===== config.mk =====
export PLATFORM = sky130hd
export DESIGN_NAME = simple_proc_core
export DESIGN_NICKNAME = d
export VERILOG_FILES = /design/src/rtl/simple_proc_pkg.sv /design/src/rtl/simple_proc_alu.sv /design/src/rtl/simple_proc_core.sv
export SDC_FILE = /design/constraint.sdc
export NUM_CORES = 2
export LEC_CHECK = 0
export CAP_MARGIN = 20
export CORE_ASPECT_RATIO = 0.7
export CORE_MARGIN = 2
export CORE_UTILIZATION = 30
export DETAILED_ROUTE_END_ITERATION = 7
export PLACE_DENSITY = 0.47
export SYNTH_ARGS = -nofsm -noshare
export SYNTH_HDL_FRONTEND = slang
export SYNTH_SLANG_ARGS = --single-unit

===== constraint.sdc =====
create_clock -name clk -period 35.3 [get_ports clk]
set_clock_uncertainty 0.2 [all_clocks]
set_input_delay 7.06 -clock clk [delete_from_list [all_inputs] [get_ports clk]]
set_output_delay 7.06 -clock clk [all_outputs]
set_load 0.02 [all_outputs]

===== src/rtl/simple_proc_pkg.sv =====
// Shared constants for the simple_proc execute core: sizes, opcodes, IR field positions.
package simple_proc_pkg;

  localparam int unsigned DATA_W_DEF  = 16;
  localparam int unsigned NUM_GPR_DEF = 32;

  localparam int unsigned OPER_W = 5;

  localparam logic [OPER_W-1:0] OP_MOVSGPR = 5'd0;
  localparam logic [OPER_W-1:0] OP_MOV     = 5'd1;
  localparam logic [OPER_W-1:0] OP_ADD     = 5'd2;
  localparam logic [OPER_W-1:0] OP_SUB     = 5'd3;
  localparam logic [OPER_W-1:0] OP_MUL     = 5'd4;

  // Instruction word field positions
  localparam int unsigned OPER_MSB  = 31;
  localparam int unsigned OPER_LSB  = 27;
  localparam int unsigned RDST_MSB  = 26;
  localparam int unsigned RDST_LSB  = 22;
  localparam int unsigned RSRC1_MSB = 21;
  localparam int unsigned RSRC1_LSB = 17;
  localparam int unsigned IMM_BIT   = 16;
  localparam int unsigned RSRC2_MSB = 15;
  localparam int unsigned RSRC2_LSB = 11;
  localparam int unsigned ISRC_MSB  = 15;
  localparam int unsigned ISRC_LSB  = 0;

endpackage


===== src/rtl/simple_proc_alu.sv =====
// Combinational execute unit: computes the GPR result, the multiply high half and
// which architectural registers the instruction updates.
module simple_proc_alu
  import simple_proc_pkg::*;
#(
  parameter int unsigned DATA_W = DATA_W_DEF
) (
  input  logic [OPER_W-1:0] oper_type,
  input  logic              imm_mode,
  input  logic [DATA_W-1:0] a,
  input  logic [DATA_W-1:0] b,
  input  logic [DATA_W-1:0] sgpr,
  output logic [DATA_W-1:0] result,
  output logic [DATA_W-1:0] mul_high,
  output logic              gpr_we,
  output logic              sgpr_we
);

  logic [2*DATA_W-1:0] product;

  // Full-width unsigned product; zero-extend so nothing is truncated before the multiply
  always_comb begin
    product  = {{DATA_W{1'b0}}, a} * {{DATA_W{1'b0}}, b};
    mul_high = product[2*DATA_W-1:DATA_W];
  end

  // Opcode decode; unknown opcodes leave both write enables low
  always_comb begin
    result  = '0;
    gpr_we  = 1'b0;
    sgpr_we = 1'b0;
    unique case (oper_type)
      OP_MOVSGPR: begin
        result = sgpr;
        gpr_we = 1'b1;
      end
      OP_MOV: begin
        // b already carries the immediate in immediate mode
        result = imm_mode ? b : a;
        gpr_we = 1'b1;
      end
      OP_ADD: begin
        result = a + b;
        gpr_we = 1'b1;
      end
      OP_SUB: begin
        result = a - b;
        gpr_we = 1'b1;
      end
      OP_MUL: begin
        result  = product[DATA_W-1:0];
        gpr_we  = 1'b1;
        sgpr_we = 1'b1;
      end
      default: begin
        result  = '0;
        gpr_we  = 1'b0;
        sgpr_we = 1'b0;
      end
    endcase
  end

endmodule


===== src/rtl/simple_proc_core.sv =====
// Execute stage: 32x16 GPR file plus SGPR, one instruction retired per valid clock edge.
module simple_proc_core
  import simple_proc_pkg::*;
#(
  parameter int unsigned DATA_W  = DATA_W_DEF,
  parameter int unsigned NUM_GPR = NUM_GPR_DEF
) (
  input  logic              clk,
  input  logic              sys_rst,
  input  logic [31:0]       instr_in,
  input  logic              instr_valid,
  input  logic [4:0]        dbg_addr,
  output logic [DATA_W-1:0] dbg_data,
  output logic [DATA_W-1:0] sgpr_out
);

  logic [DATA_W-1:0] gpr_q [NUM_GPR];
  logic [DATA_W-1:0] sgpr_q;

  logic [OPER_W-1:0] oper_type;
  logic [4:0]        rdst;
  logic [4:0]        rsrc1;
  logic [4:0]        rsrc2;
  logic              imm_mode;
  logic [15:0]       isrc;

  logic [DATA_W-1:0] op_a;
  logic [DATA_W-1:0] op_b;
  logic [DATA_W-1:0] alu_result;
  logic [DATA_W-1:0] alu_mul_high;
  logic              alu_gpr_we;
  logic              alu_sgpr_we;

  // Field extraction and operand fetch from pre-edge register state
  always_comb begin
    oper_type = instr_in[OPER_MSB:OPER_LSB];
    rdst      = instr_in[RDST_MSB:RDST_LSB];
    rsrc1     = instr_in[RSRC1_MSB:RSRC1_LSB];
    imm_mode  = instr_in[IMM_BIT];
    rsrc2     = instr_in[RSRC2_MSB:RSRC2_LSB];
    isrc      = instr_in[ISRC_MSB:ISRC_LSB];
    op_a      = gpr_q[rsrc1];
    op_b      = imm_mode ? DATA_W'(isrc) : gpr_q[rsrc2];
  end

  simple_proc_alu #(
    .DATA_W (DATA_W)
  ) u_alu (
    .oper_type (oper_type),
    .imm_mode  (imm_mode),
    .a         (op_a),
    .b         (op_b),
    .sgpr      (sgpr_q),
    .result    (alu_result),
    .mul_high  (alu_mul_high),
    .gpr_we    (alu_gpr_we),
    .sgpr_we   (alu_sgpr_we)
  );

  // Register file and SGPR update; reset wins over a concurrent valid instruction
  always_ff @(posedge clk) begin
    if (sys_rst) begin
      for (int i = 0; i < NUM_GPR; i++) begin
        gpr_q[i] <= '0;
      end
      sgpr_q <= '0;
    end else if (instr_valid) begin
      if (alu_gpr_we) begin
        gpr_q[rdst] <= alu_result;
      end
      if (alu_sgpr_we) begin
        sgpr_q <= alu_mul_high;
      end
    end
  end

  // Debug read port and SGPR view
  always_comb begin
    dbg_data = gpr_q[dbg_addr];
    sgpr_out = sgpr_q;
  end

endmodule


==> results.md <==
- The tree is rooted in a clkbuf_16.
- The number of nets handed over by synthesis was roughly 3700.
- The quantity of hold-fixing buffers added after cts is 0.
- From bottom edge to top edge, the die measures around 310 µm.
- After clock tree synthesis, the clock-pin slew on the worst setup and hold paths is approximately 80 ps.
- After synthesis the cells add up to 0.04076 mm².
- The max-cap violation count is 0.
- The congestion estimate from routability-driven global placement came to between 0.8 and 0.9.
- The arrival time of data at the critical path endpoint is 10570 ps.
- The overall die area is 0.1389 mm².
- The worst register-to-register path has a depth of 26.
- The sequential share of the synthesized area is between 30% and 40%.
- The largest net degree at the start of global routing is 78.
- The deepest level of the CTS H-tree is 3.
- The count of nets after finishing is roughly 3700.
- The number of antenna violations at the first check in global routing is 2.
- The floorplan step defined a core boundary enclosing approximately 0.14 mm².
- In this run, synthesis produced a sequential element count of between 500 and 600.
- The startpoint class of the critical path is an input port.
- STA puts the critical path data required time at 28040 ps.
- The origin of the worst setup path is dbg_addr[0].
- In this run the deepest clock path goes through 3 buffers.
- The remaining antenna violation count is 0.
- The ratio of routed vias to standard cells is 5.754.
- The critical path is of the input port to primary output type.
- The number of enable-type register cells in the synthesized netlist is about 510.
- After routing the design area is between 0.04 and 0.05 mm².
- Yosys attributes the largest share of cell area to edfxtp_1, mux4_2, fa_1.
- Detailed placement finished with a half-perimeter wire length of approximately 110000 µm.
- The cell taking the most area after synthesis is edfxtp_1.
- Across the VDD grid, the largest voltage drop is approximately 94 µV.
- The layout overhead on the synthesized area is 12.20%.
- The total cell area at the placement stage is 0.04356 mm².
- The startpoint identified for the worst hold timing path is sgpr_out[4].
- The post-placement worst setup slack is 17440 ps.
- Synthesis produced a netlist whose cell count is between 3000 and 4000.
- The end point of the worst hold path is sgpr_out[4].
- In this run the static leakage power is between 15 and 20 nW.
- STA classifies the critical path endpoint as a primary output.
- For this run, design rule violations remaining after detail routing come to 0.
- The post-CTS setup buffer count is 0.
- The worst min-delay path category is flip-flop to flip-flop.
- The shortest period the worst path allows is roughly 18000 ps.
- The power density normalized to cell area is between 60 and 70 mW/mm².
- The area fraction of the dominant cell type after synthesis is 37.72%.
- The reg-to-reg critical path startpoint is gpr_q[27][5].
- The starting density of the core is about 30%.
- The number of failing setup endpoints in the final timing report is 0.
- The total global-route track usage is between 20 and 25%.
- The total chip power is between 2 and 3 mW.
- The overflow left after global routing is 0.
- The worst path uses approximately 50% of the clock period.
- In this run, post-CTS repair resized a total of 0 instances.
- The average footprint of a synthesized cell is approximately 12 µm².
- Pin placement for this block handled 72 I/O pins.
- The count of yosys warnings during synthesis is 0.
- The post-route setup TNS is 0 ps.
- The count of different cell masters after synthesis is around 80.
- The worst hold path passes through 2 cells.
- The CTS tree is done.
- The primary flip-flop cell chosen by synthesis mapping is edfxtp_1.
- The routed via count is ~30000.
- The detailed router finished its first iteration with between 3000 and 4000 violations.
- At the later pin of the worst-skew pair, clock insertion delay measures 690 ps.
- The flow ran to the end, and the final reports show no timing, DRC or antenna violations.
- The final wirelength is roughly 160000 µm.
- The number of pins with negative max-slew slack in the final report is 0.
- The setup slack of the worst register-to-register path is between 20000 and 30000 ps.
- In this run the critical register-to-register path is captured at sgpr_out[14].
- The length of the first detailed-routing pass in iterations is 7.
- The total CTS buffers is 66.
- Timing would allow up to about 56 MHz.
- The ratio of cells with drive above 1 in the final layout is a little under a quarter.
- Along the worst path, the maximum fanout reaches between 50 and 60.
- Setup repair after global routing left no endpoint under its margin.
- The slack of the critical path is approximately 17000 ps.
- The library cell used most frequently in the layout, excluding fill and tap cells, is nor2_1.
- The number of fill cells in the layout is roughly 13000.
- The async set-reset flop share out of synthesis is 0%.
- The count of final hold-check violations was 0.
- Measured against its own limit, the worst slew margin works out to between 20 and 25%.
- The die is between 400 and 500 µm wide.
- The count of clock tree sinks is around 530.
- The floorplan row count is between 100 and 150.
- Cells fill 33.80% of the core in the end.
- The wire length of the first global-routing pass is roughly 230000 µm.
- The routed wirelength normalized by instance count is slightly above 30 µm.
- The number of global-route vias before repair is around 29000.
- Input and output buffers added on the ports amount to a little over 70.
- The library cells used most frequently in the layout, excluding fill and tap cells, are nor2_1, edfxtp_1, mux4_2, nand2_1, inv_1.
- The slew at the pin closest to its max-slew limit is between 1000 and 1500 ps.
per-stage QoR:
step                      cells  hold slack (ps)
final                      5137            281.7
after global placement     5017            265.5
after floorplan            3316            341.8
after CTS                  5135            284.0
after detailed placement   5017            272.9
after global routing       5137            326.7
sequential cells by signal (all words and copies together), names as in the netlist:
signal	cells
gpr_q	512
sgpr_out	16
layer usage:
layer  wire (µm)  up-vias  GRT usage [%]
met1       73230    15650          35.61
met4        4226        0          5.976
met2       65590     1649          31.67
met3       16680      203          5.626
li1            -    12060              -
met5           0        -              0
cell type report:
cell class              count  area (µm²)  area share, %
inverters                 271        1017          2.225
clock buffers              80        1725          3.773
multi-input cells        2254       23090          50.50
clock inverters            38       416.7         0.9112
diodes                      1       2.502       0.005472
flip-flops and latches    528       15700          34.32
repair buffers            183        1549          3.387
well taps                1782        2230          4.876
power by group:
part	internal, mW	switching (mW)	total (mW)
registers	0.709	0.0200	0.729
logic	0.564	0.916	1.48
clock network	0.403	0.299	0.702
worst max path at each step:
stage                               to  slack (ps)
after floorplan            dbg_data[0]       18600
after global placement    dbg_data[10]       17430
after detailed placement  dbg_data[10]       17440
after CTS                 dbg_data[10]       17430
after global routing      dbg_data[10]       17280
final                     dbg_data[10]       17470
logic make-up after synthesis:
group | Yosys count | share of synthesized area, %
mux | 522 | 25.89
fa+ha+maj | 316 | 13.29
xor+xnor | 49 | 1.087
flops | 528 | 38.51
simple gates | 1084 | 11.35
compound gates | 283 | 4.611
buf+inv | 534 | 5.256
worst max-delay path, cell delays in order:
cell and delay (ps):
buf_8 510, buf_4 850, mux4_2 640, mux4_2 500, mux2_2 350, clkdlybuf4s50_1 560
synth_stat cells, drive strengths merged (17+ instances only):
library cell and n:
nor2 630, edfxtp 512, mux4 421, nand2 277, inv 268, fa 195
clkbuf 192, ha 121, buf 71, a21oi 70, o21ai 55, mux2i 53
mux2 48, nand2b 46, and2 42, xnor2 37, a22oi 30, nor3 22
a21o 17
Power figures use the tool's default switching activity.
